**src/rtl/switch_ctrl_pkg.sv**
```systemverilog
// Shared definitions for the multiphase half-bridge switch controller.
//   leg_state_e     : per-leg FSM state codes (4-bit)
//   DEF_*           : default dead time, ack timeout and synchroniser depth
//   cnt_w()         : width of the per-leg dead/timeout counter
package switch_ctrl_pkg;

  typedef enum logic [3:0] {
    ST_OFF   = 4'd0,
    ST_DEAD  = 4'd1,
    ST_P_REQ = 4'd2,
    ST_P_ON  = 4'd3,
    ST_P_REL = 4'd4,
    ST_N_REQ = 4'd5,
    ST_N_ON  = 4'd6,
    ST_N_REL = 4'd7,
    ST_FAULT = 4'd8
  } leg_state_e;

  localparam int DEF_DEAD_CYC    = 3;
  localparam int DEF_TIMEOUT_CYC = 64;
  localparam int DEF_SYNC_STAGES = 2;

  // Counter must hold the larger of the dead-time and timeout limits.
  function automatic int cnt_w(input int dead_cyc, input int timeout_cyc);
    int m;
    m = (dead_cyc > timeout_cyc) ? dead_cyc : timeout_cyc;
    return $clog2(m + 1);
  endfunction

endpackage

```
**src/rtl/phase_leg_fsm.sv**
```systemverilog
// One half-bridge leg: break-before-make sequencing FSM, dead/timeout
// counter and registered gate commands.
//   clk, rst     : clock, asynchronous active-high reset
//   en, req      : leg enable, target side (1 = P, 0 = N)
//   fault_clr    : one-cycle pulse, releases FAULT to OFF when acks are low
//   sa_p, sa_n   : synchronised switch acknowledgments
//   gp, gn       : gate commands (registered from next state)
//   busy, fault  : leg in a transitional state / leg faulted (registered)
module phase_leg_fsm
  import switch_ctrl_pkg::*;
#(
  parameter int DEAD_CYC    = DEF_DEAD_CYC,
  parameter int TIMEOUT_CYC = DEF_TIMEOUT_CYC
) (
  input  logic clk,
  input  logic rst,
  input  logic en,
  input  logic req,
  input  logic fault_clr,
  input  logic sa_p,
  input  logic sa_n,
  output logic gp,
  output logic gn,
  output logic busy,
  output logic fault
);

  localparam int CNT_W = cnt_w(DEAD_CYC, TIMEOUT_CYC);
  localparam logic [CNT_W-1:0] CNT_MAX   = '1;
  localparam logic [CNT_W-1:0] DEAD_LAST = CNT_W'(DEAD_CYC);
  localparam logic [CNT_W-1:0] TMO_LAST  = CNT_W'(TIMEOUT_CYC - 1);

  leg_state_e       state, state_d;
  logic [CNT_W-1:0] cnt, cnt_d;
  logic             tmo;

  // Waiting states fault once TIMEOUT_CYC clocks have passed since entry.
  assign tmo = (cnt >= TMO_LAST);

  always_comb begin
    state_d = state;
    case (state)
      ST_OFF:   if (en) state_d = ST_DEAD;
      // Dead time runs for counts 0..DEAD_CYC; req is only looked at on expiry,
      // so a req change inside the window never restarts it.
      ST_DEAD:  if (cnt >= DEAD_LAST) begin
                  if (!en)     state_d = ST_OFF;
                  else if (req) state_d = ST_P_REQ;
                  else         state_d = ST_N_REQ;
                end
      ST_P_REQ: if (sa_p) state_d = ST_P_ON;  else if (tmo) state_d = ST_FAULT;
      ST_P_ON:  if (!en || !req) state_d = ST_P_REL;
      ST_P_REL: if (!sa_p) state_d = ST_DEAD; else if (tmo) state_d = ST_FAULT;
      ST_N_REQ: if (sa_n) state_d = ST_N_ON;  else if (tmo) state_d = ST_FAULT;
      ST_N_ON:  if (!en || req) state_d = ST_N_REL;
      ST_N_REL: if (!sa_n) state_d = ST_DEAD; else if (tmo) state_d = ST_FAULT;
      ST_FAULT: if (fault_clr && !sa_p && !sa_n) state_d = ST_OFF;
      default:  state_d = ST_FAULT;
    endcase
    // Opposite switch reporting conduction while this side is driven.
    if ((state == ST_P_REQ || state == ST_P_ON) && sa_n) state_d = ST_FAULT;
    if ((state == ST_N_REQ || state == ST_N_ON) && sa_p) state_d = ST_FAULT;
    // Shoot-through overrides everything, including a fault_clr in FAULT.
    if (sa_p && sa_n) state_d = ST_FAULT;

    if (state_d != state)    cnt_d = '0;
    else if (cnt == CNT_MAX) cnt_d = cnt;
    else                     cnt_d = cnt + CNT_W'(1);
  end

  always_ff @(posedge clk or posedge rst) begin
    if (rst) begin
      state <= ST_OFF;
      cnt   <= '0;
      gp    <= 1'b0;
      gn    <= 1'b0;
      busy  <= 1'b0;
      fault <= 1'b0;
    end else begin
      state <= state_d;
      cnt   <= cnt_d;
      gp    <= (state_d == ST_P_REQ) || (state_d == ST_P_ON);
      gn    <= (state_d == ST_N_REQ) || (state_d == ST_N_ON);
      busy  <= (state_d == ST_DEAD)  || (state_d == ST_P_REQ) || (state_d == ST_P_REL) ||
               (state_d == ST_N_REQ) || (state_d == ST_N_REL);
      fault <= (state_d == ST_FAULT);
    end
  end

endmodule

```
**src/rtl/multiphase_switch_ctrl.sv**
```systemverilog
// Gate sequencer for PHASES independent half-bridge legs of a buck stage.
//   clk, rst        : clock, asynchronous active-high reset
//   en, req         : per-leg enable and target side (1 = P, 0 = N)
//   fault_clr       : clears faulted legs back to OFF
//   gp_ack, gn_ack  : asynchronous switch conduction feedback
//   gp, gn          : registered gate commands
//   busy, fault     : per-leg transitional / sticky fault flags
//   fault_any       : registered OR of fault (one clock behind fault)
module multiphase_switch_ctrl
  import switch_ctrl_pkg::*;
#(
  parameter int PHASES      = 4,
  parameter int DEAD_CYC    = DEF_DEAD_CYC,
  parameter int TIMEOUT_CYC = DEF_TIMEOUT_CYC,
  parameter int SYNC_STAGES = DEF_SYNC_STAGES
) (
  input  logic              clk,
  input  logic              rst,
  input  logic [PHASES-1:0] en,
  input  logic [PHASES-1:0] req,
  input  logic              fault_clr,
  input  logic [PHASES-1:0] gp_ack,
  input  logic [PHASES-1:0] gn_ack,
  output logic [PHASES-1:0] gp,
  output logic [PHASES-1:0] gn,
  output logic [PHASES-1:0] busy,
  output logic [PHASES-1:0] fault,
  output logic              fault_any
);

  logic [PHASES-1:0] p_sync [SYNC_STAGES];
  logic [PHASES-1:0] n_sync [SYNC_STAGES];
  logic [PHASES-1:0] sa_p, sa_n;

  // Acks come straight from the power stage; only the last stage is used.
  always_ff @(posedge clk or posedge rst) begin
    if (rst) begin
      for (int s = 0; s < SYNC_STAGES; s++) begin
        p_sync[s] <= '0;
        n_sync[s] <= '0;
      end
    end else begin
      p_sync[0] <= gp_ack;
      n_sync[0] <= gn_ack;
      for (int s = 1; s < SYNC_STAGES; s++) begin
        p_sync[s] <= p_sync[s-1];
        n_sync[s] <= n_sync[s-1];
      end
    end
  end

  assign sa_p = p_sync[SYNC_STAGES-1];
  assign sa_n = n_sync[SYNC_STAGES-1];

  for (genvar i = 0; i < PHASES; i++) begin : g_leg
    phase_leg_fsm #(
      .DEAD_CYC    (DEAD_CYC),
      .TIMEOUT_CYC (TIMEOUT_CYC)
    ) u_leg (
      .clk       (clk),
      .rst       (rst),
      .en        (en[i]),
      .req       (req[i]),
      .fault_clr (fault_clr),
      .sa_p      (sa_p[i]),
      .sa_n      (sa_n[i]),
      .gp        (gp[i]),
      .gn        (gn[i]),
      .busy      (busy[i]),
      .fault     (fault[i])
    );
  end

  always_ff @(posedge clk or posedge rst) begin
    if (rst) fault_any <= 1'b0;
    else     fault_any <= |fault;
  end

endmodule

```
**config.mk**
```make
export PLATFORM = sky130hd
export DESIGN_NAME = multiphase_switch_ctrl
export DESIGN_NICKNAME = d
export VERILOG_FILES = /design/src/rtl/switch_ctrl_pkg.sv /design/src/rtl/phase_leg_fsm.sv /design/src/rtl/multiphase_switch_ctrl.sv
export SDC_FILE = /design/constraint.sdc
export NUM_CORES = 1
export LEC_CHECK = 0
export ABC_AREA = 1
export BUFFER_PORTS_ARGS = -buffer_cell sky130_fd_sc_hd__buf_2
export CORE_ASPECT_RATIO = 2
export CORE_MARGIN = 2
export CORE_UTILIZATION = 45
export CTS_CLUSTER_DIAMETER = 60
export CTS_CLUSTER_SIZE = 10
export DETAILED_ROUTE_END_ITERATION = 6
export PLACE_DENSITY = 0.61
export SETUP_SLACK_MARGIN = 0.2
export SLEW_MARGIN = 40
export SYNTH_ARGS = -nofsm -noshare
export SYNTH_HDL_FRONTEND = slang
export SYNTH_SLANG_ARGS = --single-unit
```
**constraint.sdc**
```tcl
create_clock -name clk -period 2.95 [get_ports clk]
set_clock_uncertainty 0.1 [all_clocks]
set_input_delay 0.59 -clock clk [delete_from_list [all_inputs] [get_ports clk]]
set_output_delay 0.59 -clock clk [all_outputs]
set_load 0.05 [all_outputs]
```
# Yosys cells after proc, flatten, opt, wreduce, memory -nomap -nowiden
# Index checks and enable logic that the tools add are counted.
[totals] ff_bits=77 in_bits=19 output_inout_bits=17 elab_cells=270
[classes] addsub=4 mux=72 eq_ne=76 n_reduce_logical=81 order_cmp=8
[op_table] cell="2-to-1 mux 4 bit" n=56
[op_table] cell="one-hot mux 4 bit (9 select lines)" n=4
[op_table] cell="equality test 4 x 3 -> 1 bit, second input constant" n=32
[op_table] cell="equality test 4 x 2 -> 1 bit, second input constant" n=16
[op_table] cell="2-to-1 mux 7 bit" n=8
[op_table] cell="logical OR 1 bit" n=40
[op_table] cell="equality test 4 x 1 -> 1 bit, second input constant" n=8
[op_table] cell="equality test 4 bit, second input constant" n=8
[op_table] cell="adder 7 x 1 -> 7 bit, second input constant" n=4
[op_table] cell="equality test 7 bit, second input constant" n=4
[op_table] cell=">= comparator 7 x 2 -> 1 bit, second input constant" n=4
[op_table] cell=">= comparator 7 x 6 -> 1 bit, second input constant" n=4
[op_table] cell="logical AND 1 bit" n=20
[op_table] cell="zero test 1 bit" n=16
[op_table] cell="zero test 4 bit" n=4
[op_table] cell="inequality test 4 bit" n=4
[op_table] cell="2-to-1 mux 3 bit" n=4
[op_table] cell="inequality test 2 x 1 -> 1 bit, second input constant" n=4
[op_table] cell="OR reduction 4 bit" n=1

# Longest topological paths before layout
# Gate-level depths: netlist of the first run.
[depth] depth_word=13 ltp_mapped=16 mapped_depth_nobuf=16

# Modules after synthesis
# A second synthesis of the first run with hierarchy kept.
[hier_totals] cells_unflattened=733 hier_area_um2=5064.9
[modules_own_cells] mod="phase_leg_fsm" cells_each=178 seq_area_each_um2=375.4 n_inst=4 area_each_um2=1156.1
[modules_own_cells] mod="multiphase_switch_ctrl" cells_each=21 seq_area_each_um2=425.4 n_inst=1 area_each_um2=440.4

# Least setup slack after synthesis of the first run
# Ideal clock, no wire load.
[synth_timing] path_type="reg2reg" startpoint="register g_leg[3].u_leg.cnt[0]" endpoint="register g_leg[3].u_leg.cnt[0]" setup_time_ns=0.069 required_ns=2.781 synth_period_minus_slack_ns=1.955 stages_incl_launch_ff=15 arrival_time_ns=1.786 setup_slack_ns=0.995 path_cell_list="dfrtp_1 > ha_1 > nand2_1 > nor2_1 > a21oi_1 > nand2_1 > nor2_1 > nand2_1 > nand3_1 > nand2_1 > nand2_1 > nand2_1 > nor2_2 > nand2_4 > nor2_2"
[synth_between] elab_chain_len=9 word_cells_on_any_way=18 classes_between="add/sub: 1; order compare: 2; eq/ne: 3; mux: 12"
[synth_rtl] element="from (decl)" line="phase_leg_fsm.sv:34" text="logic [CNT_W-1:0] cnt, cnt_d;"
[synth_rtl] element="from (signal assigned)" line="phase_leg_fsm.sv:81" text="cnt <= cnt_d;"
[synth_rtl] element=">= comparator 7 x 6 -> 1 bit" line="phase_leg_fsm.sv:38" text="assign tmo = (cnt >= TMO_LAST);"
[synth_rtl] element="2-to-1 mux 4 bit"
[synth_rtl] element="2-to-1 mux 4 bit (on tied branches)"
[synth_rtl] element="one-hot mux 4 bit (9 select lines)" line="phase_leg_fsm.sv:42" text="case (state)"
[synth_rtl] element="2-to-1 mux 4 bit" line="phase_leg_fsm.sv:61" text="if ((state == ST_P_REQ || state == ST_P_ON) && sa_n) state_d = ST_FAULT;"
[synth_rtl] element="2-to-1 mux 4 bit" line="phase_leg_fsm.sv:62" text="if ((state == ST_N_REQ || state == ST_N_ON) && sa_p) state_d = ST_FAULT;"
[synth_rtl] element="2-to-1 mux 4 bit" line="phase_leg_fsm.sv:64" text="if (sa_p && sa_n) state_d = ST_FAULT;"
[synth_rtl] element="inequality test 4 bit" line="phase_leg_fsm.sv:66" text="if (state_d != state) cnt_d = '0;"
[synth_rtl] element="inequality test 2 x 1 -> 1 bit (no line) or 2-to-1 mux 7 bit (tied branches)"
# Several ways; a longest one is shown, not always the timed one. The select of a mux whose other input is x is not followed.
# A chain may end at the register's enable or synchronous reset.

# Final worst setup path of the first run
[layout_timing] startpoint="register g_leg[0].u_leg.cnt[0]" endpoint="register g_leg[0].u_leg.cnt[1]"
[layout_between] elab_chain_len=9 word_cells_on_any_way=18 classes_between="add/sub: 1; order compare: 2; eq/ne: 3; mux: 12"
[layout_rtl] element="from (decl)" line="phase_leg_fsm.sv:34"
[layout_rtl] element="from (signal assigned)" line="phase_leg_fsm.sv:81"
[layout_rtl] element=">= comparator 7 x 6 -> 1 bit" line="phase_leg_fsm.sv:38"
[layout_rtl] element="2-to-1 mux 4 bit"
[layout_rtl] element="2-to-1 mux 4 bit (on tied branches)"
[layout_rtl] element="one-hot mux 4 bit (9 select lines)" line="phase_leg_fsm.sv:42"
[layout_rtl] element="2-to-1 mux 4 bit" line="phase_leg_fsm.sv:61"
[layout_rtl] element="2-to-1 mux 4 bit" line="phase_leg_fsm.sv:62"
[layout_rtl] element="2-to-1 mux 4 bit" line="phase_leg_fsm.sv:64"
[layout_rtl] element="inequality test 4 bit" line="phase_leg_fsm.sv:66"
[layout_rtl] element="inequality test 2 x 1 -> 1 bit (no line) or 2-to-1 mux 7 bit (tied branches)"
# Several ways; a longest one is shown, not always the timed one. The select of a mux whose other input is x is not followed.

==> results of run 1 <==
sequential cells by signal, indices dropped and copies added, names as in the netlist:
signal,cells
g_leg.u_leg.cnt,28
g_leg.u_leg.state,16
g_leg.u_leg.busy,4
g_leg.u_leg.fault,4
g_leg.u_leg.gn,4
g_leg.u_leg.gp,4
n_sync,4
p_sync,4
sa_n,4
sa_p,4
fault_any,1
cell type report:
cell class | count | area, um^2
clock buffer | 9 | 225
clock inverter | 7 | 82.6
fill | 1117 | 5380
inverter | 90 | 343
multi-input combinational | 513 | 2480
sequential | 77 | 1930
tap | 140 | 175
timing repair buffer | 37 | 190
stage by stage:
| step | power (mW) | cells | util (%) |
|---|---|---|---|
| finish | 3.40 | 873 | 50.2 |
| global route | 3.60 | 873 | 50.2 |
| CTS | 3.43 | 873 | 50.2 |
| detailed placement | 2.28 | 857 | 47.3 |
| global placement | 2.25 | 857 | 47.3 |
| floorplan | 2.09 | 704 | - |
metal layers:
layer  vias to the layer above  GRT usage (%)  part of all wire [%]  routed length [um]
met5                         -              0                     0                   0
met4                         0           13.4                   5.0                 587
met3                        45           3.33                   3.0                 355
met2                       116           38.8                    55                6420
met1                      2127           19.9                    37                4280
li1                       2282              -                     -                   -
power groups by stage:
| stage | combinational [mW] | sequential [mW] | clock (mW) |
|---|---|---|---|
| 5_1_grt | 1.04 | 1.36 | 1.21 |
| 3_3_place_gp | 0.899 | 1.35 | 0 |
| 6_report | 0.921 | 1.34 | 1.14 |
| 3_5_place_dp | 0.922 | 1.35 | 0 |
| 2_1_floorplan | 0.791 | 1.30 | 0 |
| 4_1_cts | 0.929 | 1.33 | 1.17 |
cells by family after synthesis:
| kind of cell | synth area share (%) |
|---|---|
| XOR/XNOR | 1.78 |
| AO/OA/AOI/OAI | 6.16 |
| buffers and inverters | 10.4 |
| flip-flops | 39.2 |
| adder cells (fa/ha/maj) | 1.02 |
| multiplexers | 0.814 |
| AND/OR/NAND/NOR | 40.7 |
worst max-delay path, cell delays in order (launching register included):
cell	delay, ps
dfrtp_1	410
ha_1	240
nand2_1	130
nor2_1	70
nand2_1	70
nand2_1	50
nor2_1	200
nand2_1	90
nand2_1	70
nand2_1	60
nand2_2	90
nand2_1	70
nand2_1	70
nand2_1	50
nor2_1	110
nand3_2	150
nor2_1	140
synth_stat cells, drive strengths merged:
master / instances / area (um^2)
nand2: 211 / 835
nor2: 114 / 508
inv: 90 / 340
nand3: 81 / 443
dfrtp: 77 / 1930
o21ai: 28 / 144
buf: 23 / 165
nand4: 21 / 131
a21oi: 17 / 100
nor3: 9 / 45.0
xor2: 8 / 70.1
ha: 4 / 50.1
mux2i: 4 / 40.0
o22ai: 3 / 18.8
nand3b: 2 / 15.0
o2111ai: 2 / 17.5
xnor2: 2 / 17.5
a21boi: 1 / 7.51
and2: 1 / 6.26
and3: 1 / 6.26
clkbuf: 1 / 3.75
o21bai: 1 / 7.51
o31ai: 1 / 7.51
or2: 1 / 6.26
or4: 1 / 7.51
worst max path at each step:
stage / depth (start not counted) / to / from
after floorplan: 1 / fault_any / rst
after global placement: 14 / g_leg[3].u_leg.cnt[6] / g_leg[3].u_leg.cnt[0]
after detailed placement: 14 / g_leg[3].u_leg.cnt[0] / g_leg[3].u_leg.cnt[0]
after CTS: 14 / g_leg[3].u_leg.cnt[0] / g_leg[3].u_leg.cnt[0]
after global routing: 14 / g_leg[3].u_leg.cnt[5] / g_leg[3].u_leg.cnt[0]
final: 16 / g_leg[0].u_leg.cnt[1] / g_leg[0].u_leg.cnt[0]
==> results.md, run 1 <==
- VDD IR max: 470 uV
- Internal Power: around 2.1 mW
- Final setup viols: 0
- Maximum Capacitance Violations: 0
- Setup TNS: 0 ps
- RSZ-0062 raised after global routing: no
- FF-to-FF path depth: 16
- Largest net degree at the start of global routing: 44
- Cells after synthesis: 704
- Initial Util: 45.5%
- R2r startpoint: g_leg[0].u_leg.cnt[0]
- DRT iter0 DRCs: 253
- Fin crit share: between 70 and 80%
- DRC Markers: 0
- Core Footprint: 10,800 um^2
- Worst hold margin: 184 ps
- Total number of vias: 4,570
- Post-CTS sizing: 0
- ANT cells: 0
- Critical Path Source Type: flip-flop
- Outcome: completed
- Post-CTS setup buffer count: 0
- Port bufs: 35
- Fin crit period: between 2000 and 2500 ps
- Arrival time worst endpoint: 2420 ps
- Worst setup EP type: flip-flop
- Reg clk slew, reported paths: 60 ps
- Nets: 751
- Max Root-Sink Buffers: 2
- CP max FO: 7
- DR WL/cell: 13.3 um
- Commonest non-fill, non-tap cells in the layout: nand2_1, nor2_1, dfrtp_1, nand3_1, inv_1
- Switch Pwr: 1.26 mW
- Clock power frac: between 30 and 40%
- Final instance area: roughly 5400 um^2
- FP Rows: 54
- Setup ws final: 701 ps
- Most common cell after layout, fill and taps aside: nand2_1
- Vias/cell: 5.23
- Power Density: around 630 nW/um^2
- Slew headroom: between 60% and 70%
- Initial antenna violation count: 0
- Global route total overflow: 0
- Synth Warn #: 0
- RePlAce Congestion: ~0.94
- Post-Syn Nets: 727
- Lkg Pwr: 2.92 nW
- Clock root buffer: clkbuf_16
- CTS tree: yes
- Pin slew with the least headroom to its limit: between 500 and 600 ps
- Reg-to-reg endpoint: g_leg[0].u_leg.cnt[1]
- Count of cell types in the netlist: 38
- CP Data Required Time: about 3100 ps
- Die Y: between 150 and 200 um
- Placement Setup Slack: 704 ps
- Global-route wire length before repair: 19,600 um
- WS Path Type: reg -> reg
- TritonRoute pass-1 iters: 5
- Share of post-route cells with drive strength above 1: 16.0%
- Cell area after placement: 5120 um^2
- Die Width: roughly 80 um
- Sequential fraction of the synthesis area: approximately 39%
- Switching Share: 37.0%
- Post-Syn Area: just under 5000 um^2
- CTS buffer count: 9
- Clk_lat worst skew: 340 ps
- Vias in the first global route: 4,567
- Dpl hpwl: 9090 um
- Antenna-violating nets left: 0
- Hold Fails Final Rpt: 0
- R2R setup slack: 700 ps
- Ports: 36
- Hold WC Path Type: in -> async
- Sequential power share: 39.3%
- Logic gate share of total power: 27.1%
- CTS H-tree depth: 3
- Clock tree sinks: 77
- Total routed wirelength: about 12,000 um
- Final Slew Violations: 0
- Fmax: 0.445 GHz
- Total GRT Usage: between 20% and 30%
- Post-Syn Area per Cell: 6.99 um^2
- Area Growth Syn to Fin: 10.3%
- # hold bufs at CTS: 0
- Die Footprint: 11,800 um^2
- Synth Register Bits: 77
Power figures use the tool's default switching activity.
==> run 2, diff against run 1 <==
clock period = 2.1 ns   (was 2.95 ns; I/O delays follow)
==> results.md, run 2 (synthesis gave the netlist of run 1 again) <==
- Outcome: finished, violations left
- Failing checks: negative setup slack
- CP max FO: 7
- Antenna-violating nets left: 0
- Initial Util: 45.5%
- Most common cell after layout, fill and taps aside: nand2_1
- Total routed wirelength: between 10,000 and 15,000 um
- Port bufs: 35
- Ports: 36
- Power Density: roughly 800 nW/um^2
- Worst setup EP type: flip-flop
- DR WL/cell: 14.6 um
- Vias/cell: 5.35
- Fillers: 928
- Hold Fails Final Rpt: 0
- CTS buffer count: 9
- Fin crit share: 102%
- RSZ-0062 raised after global routing: yes
- Top flop regs: g_leg.u_leg.cnt x28, g_leg.u_leg.state x16
- Lkg Pwr: around 3.5 nW
- Vias in the first global route: roughly 4,700
- Fmax: around 0.47 GHz
- CTS H-tree depth: 3
- Share of post-route cells with drive strength above 1: about 46%
- Total GRT Usage: 21.9%
- Maximum Capacitance Violations: 0
- Global-route wire length before repair: about 21,000 um
- ANT cells: 0
- Max reg flops: 28
- Die Footprint: 11,800 um^2
- Clock root buffer: clkbuf_16
- Fin crit period: about 2100 ps
- RePlAce Congestion: ~0.9
- Worst hold margin: ~14 ps
- Final setup viols: 7
- WS Path Type: reg -> reg
- Commonest non-fill, non-tap cells in the layout: nand2_1, inv_1, dfrtp_1, buf_4, nand2_2
- Hold WC Path Type: in -> async
- Setup ws final: -35.2 ps
- Largest net degree at the start of global routing: 24
- VDD IR max: 605 uV
- Reg clk slew, reported paths: 70 ps
- Nets: 826
- Clock tree sinks: 77
- Die Y: 152 um
- Initial antenna violation count: 0
- Critical Path Source Type: flip-flop
- TritonRoute pass-1 iters: 6
- Total number of vias: 5,076
- Final Util: 63.5%
- Largest Register: g_leg.u_leg.cnt
- FP Rows: 54
- CTS tree: yes
- Final Slew Violations: 0
- DRC Markers: 0
- Slew headroom: 63.4%
- Global route total overflow: 0
- Dpl hpwl: about 9300 um
- CP Data Required Time: 2270 ps
- DRT iter0 DRCs: around 230
- Die Width: 77.9 um
- Clk_lat worst skew: 340 ps
- FF-to-FF path depth: 13
- Pin slew with the least headroom to its limit: 548 ps
- Area Growth Syn to Fin: 39.6%
- Core Footprint: 10,800 um^2
- Max Root-Sink Buffers: 2
- Arrival time worst endpoint: roughly 2300 ps
[run 2: cell count changes in the layout (fill, tap and decap cells not counted), sizes merged]
cell      previous run  this run
buf                 37       111
bufinv               1         0
clkbuf               9        10
clkinvlp             2         3
[run 2: area by class of cell]
class	count	area, um^2	share of cell area, %
sequential	77	1950	28.4
timing repair buffer	112	850	12.4
multi-input combinational	513	3250	47.4
clock inverter	7	57.6	0.838
inverter	90	357	5.19
tap	140	175	2.55
clock buffer	9	225	3.28
[run 2: layer usage]
layer	global-route usage, %	wire length (um)	vias to the layer above
li1	-	-	2453
met4	11.7	581	0
met5	0	0	-
met3	3.68	481	44
met1	21.5	4780	2421
met2	41.8	7960	158
[run 2: timing repair]
action	4_1_cts	5_1_grt
endpoints found under the hold margin	0	0
endpoints found under the setup margin	39	44
cloned	0	0
pin swaps	45	67
setup buffers	27	19
resized for setup	77	182
hold buffers	0	0
[run 2: worst paths after layout]
| check | from | to | slack (ps) |
|---|---|---|---|
| worst max-delay path | g_leg[0].u_leg.state[3] | g_leg[0].u_leg.cnt[3] | -40 |
| worst min-delay path | rst | n_sync[4] | 10 |
| worst max register to register | g_leg[0].u_leg.state[3] | g_leg[0].u_leg.cnt[3] | -40 |
| worst min register to register | n_sync[5] | sa_n[1] | 250 |
| max in group asynchronous | rst | g_leg[2].u_leg.state[2] | 1320 |
| min in group clk | gn_ack[0] | n_sync[4] | 70 |
[run 2: stage by stage]
step | setup slack (ps) | power [mW] | instances | instance area, um^2 | TNS, ps
floorplan | 209 | 2.93 | 704 | 4940 | 0
global placement | -42.3 | 3.30 | 886 | 5380 | -284
detailed placement | -83.4 | 3.34 | 886 | 5380 | -632
CTS | 70.0 | 5.05 | 929 | 6070 | 0
global route | -160 | 5.80 | 948 | 6870 | -1730
finish | -35.2 | 5.48 | 948 | 6870 | -154
[run 2: critical path: stages (launching register included)]
cell	delay [ps]
dfrtp_2	470
buf_6	140
nor2_4	200
nand3_2	110
buf_4	160
nand2_1	80
nand2_1	80
nand2_2	110
nand2_2	60
nand2_1	50
nand2_1	60
nor2_2	150
nand3_4	150
nor2_1	120
[run 2: power breakdown]
part | leakage [nW] | switching [mW] | internal (mW) | total (mW)
combinational | 2.38 | 1.24 | 0.837 | 2.07
clock | 0.135 | 0.682 | 0.819 | 1.50
sequential | 0.967 | 0.239 | 1.67 | 1.91
==> run 3, diff against run 2 <==
CTS_CLUSTER_SIZE = not set   (was 10)
GPL_TIMING_DRIVEN = 0   (was not set)
==> results.md, run 3 (synthesis gave the netlist of run 1 again) <==
- Initial antenna violation count: 0
- DR WL/cell: 14.1 um
- Fin crit period: 2110 ps
- Fmax: 0.473 GHz
- Worst path slowest cell: dfrtp_1
- Hold WC Path Type: in -> reg
- Nets: 842
- RSZ-0062 raised after global routing: yes
- Antenna-violating nets left: 0
- RePlAce Congestion: 0.959
- CTS H-tree depth: 3
- R2R setup slack: -10 ps
- Crit path largest cell delay: around 420 ps
- Vias in the first global route: 4,817
- Crit-path cells: ha_4, nand3_4, nor2_2, nor2_2, nand2_2, nor2_1, o21ai_1, nand2_1, nand2_2, nand2_1, nand3_2, nor2_4, nand2_4, nor2_1
- Core Footprint: 10,800 um^2
- VDD IR max: around 570 uV
- Outcome: finished, violations left
- Hold Fails Final Rpt: 0
- Top flop regs: g_leg.u_leg.cnt x28, g_leg.u_leg.state x16
- Finished Layout Cells: 963
- Worst Path Buf+Inv: 0
- Clock tree sinks: 77
- Worst setup EP type: flip-flop
- CP Data Required Time: 2260 ps
- Maximum Capacitance Violations: 0
- Final Slew Violations: 0
- Cell area after placement: around 5400 um^2
- CTS buffer count: 9
- Lkg Pwr: roughly 3.6 nW
- Setup ws final: -13.8 ps
- Max Root-Sink Buffers: 2
- Die Y: 152 um
- Pin slew with the least headroom to its limit: roughly 440 ps
- Reg clk slew, reported paths: 60 ps
- DRC Markers: 0
- Placed Cells: about 880
- Arrival time worst endpoint: about 2300 ps
- Area Growth Syn to Fin: 41.9%
- Worst hold margin: 83.4 ps
- Multi-input logic area: 3200 um^2
- Total GRT Usage: 22.5%
- Global route total overflow: 0
- Fillers: 917
- Die Width: just under 80 um
- Clk_lat worst skew: 340 ps
- WS Path Type: reg -> reg
- Slew headroom: 70.8%
- Vias/cell: between 5 and 6
- CTS tree: yes
- DRT iter0 DRCs: 202
- CP max FO: 7
- Critical Path Source Type: flip-flop
- Register area: 1940 um^2
- Crit-path leading delay family: simple AND/OR/NAND/NOR gates
- Largest Register: g_leg.u_leg.cnt
- ANT cells: 0
- Share of post-route cells with drive strength above 1: 45.0%
- Max reg flops: 28
- Commonest non-fill, non-tap cells in the layout: nand2_1, buf_4, dfrtp_1, inv_1, nand3_1
- Failing checks: negative setup slack
- TritonRoute pass-1 iters: 7
- Most common cell after layout, fill and taps aside: nand2_1
- Final setup viols: 2
- Final instance area: 6980 um^2
- Final Util: 64.6%
- Clock root buffer: clkbuf_16
- Largest net degree at the start of global routing: 24
- Fin crit share: 101%
- Total number of vias: 4,980
- Die Footprint: 11,800 um^2
- FP Rows: 54
- Initial Util: 45.5%
- Ports: 36
- Total routed wirelength: around 14,000 um
- Dpl hpwl: between 8000 and 9000 um
- Power Density: 816 nW/um^2
- Port bufs: 35
- Global-route wire length before repair: 21,700 um
==> run 3: worst paths after layout <==
check | from | end | cells after the start
setup reg to reg | g_leg[2].u_leg.cnt[1] | g_leg[2].u_leg.cnt[5] | 14
hold reg to reg | p_sync[7] | sa_p[3] | 0
min in group asynchronous | rst | sa_n[1] | 3
setup / recovery | g_leg[2].u_leg.cnt[1] | g_leg[2].u_leg.cnt[5] | 14
max in group asynchronous | rst | g_leg[1].u_leg.state[3] | 5
hold / removal | gp_ack[0] | p_sync[4] | 1
==> run 3: per-stage QoR <==
step                total power, mW  worst slack [ps]  TNS (ps)
floorplan                      2.93               209         0
detailed placement             3.27              -140     -2290
global placement               3.22             -95.4     -1570
CTS                            5.29              64.2         0
finish                         5.70             -13.8     -14.6
global route                   6.01              -124     -2410
==> run 3: routing by layer <==
layer	vias to the layer above	global-route usage (%)	part of all wire, %
li1	2465	-	-
met4	0	8.94	3.4
met1	2368	23.3	36
met5	-	0	0
met3	40	3.56	2.8
met2	107	43.7	58
==> run 3: final cells by class <==
class,count,share of cell area [%]
Clock buffer,9,3.23
Inverter,90,5.11
Clock inverter,6,1.27
Buffer,24,2.65
Tap cell,140,2.51
Sequential cell,77,27.7
Multi-Input combinational cell,513,45.9
Timing Repair Buffer,104,11.6
==> run 3: power by group <==
group	internal (mW)	switching, mW	leakage (nW)
registers	1.66	0.213	0.980
logic	0.876	1.29	2.44
clock network	1.03	0.618	0.147
==> run 3: timing repair <==
action / 4_1_cts / 5_1_grt
resized for setup: 94 / 146
cloned: 0 / 0
hold buffers: 1 / 0
hold endpoints to repair: 16 / 0
pin swaps: 48 / 66
buffers inserted: 39 / 26
setup endpoints to repair: 40 / 45
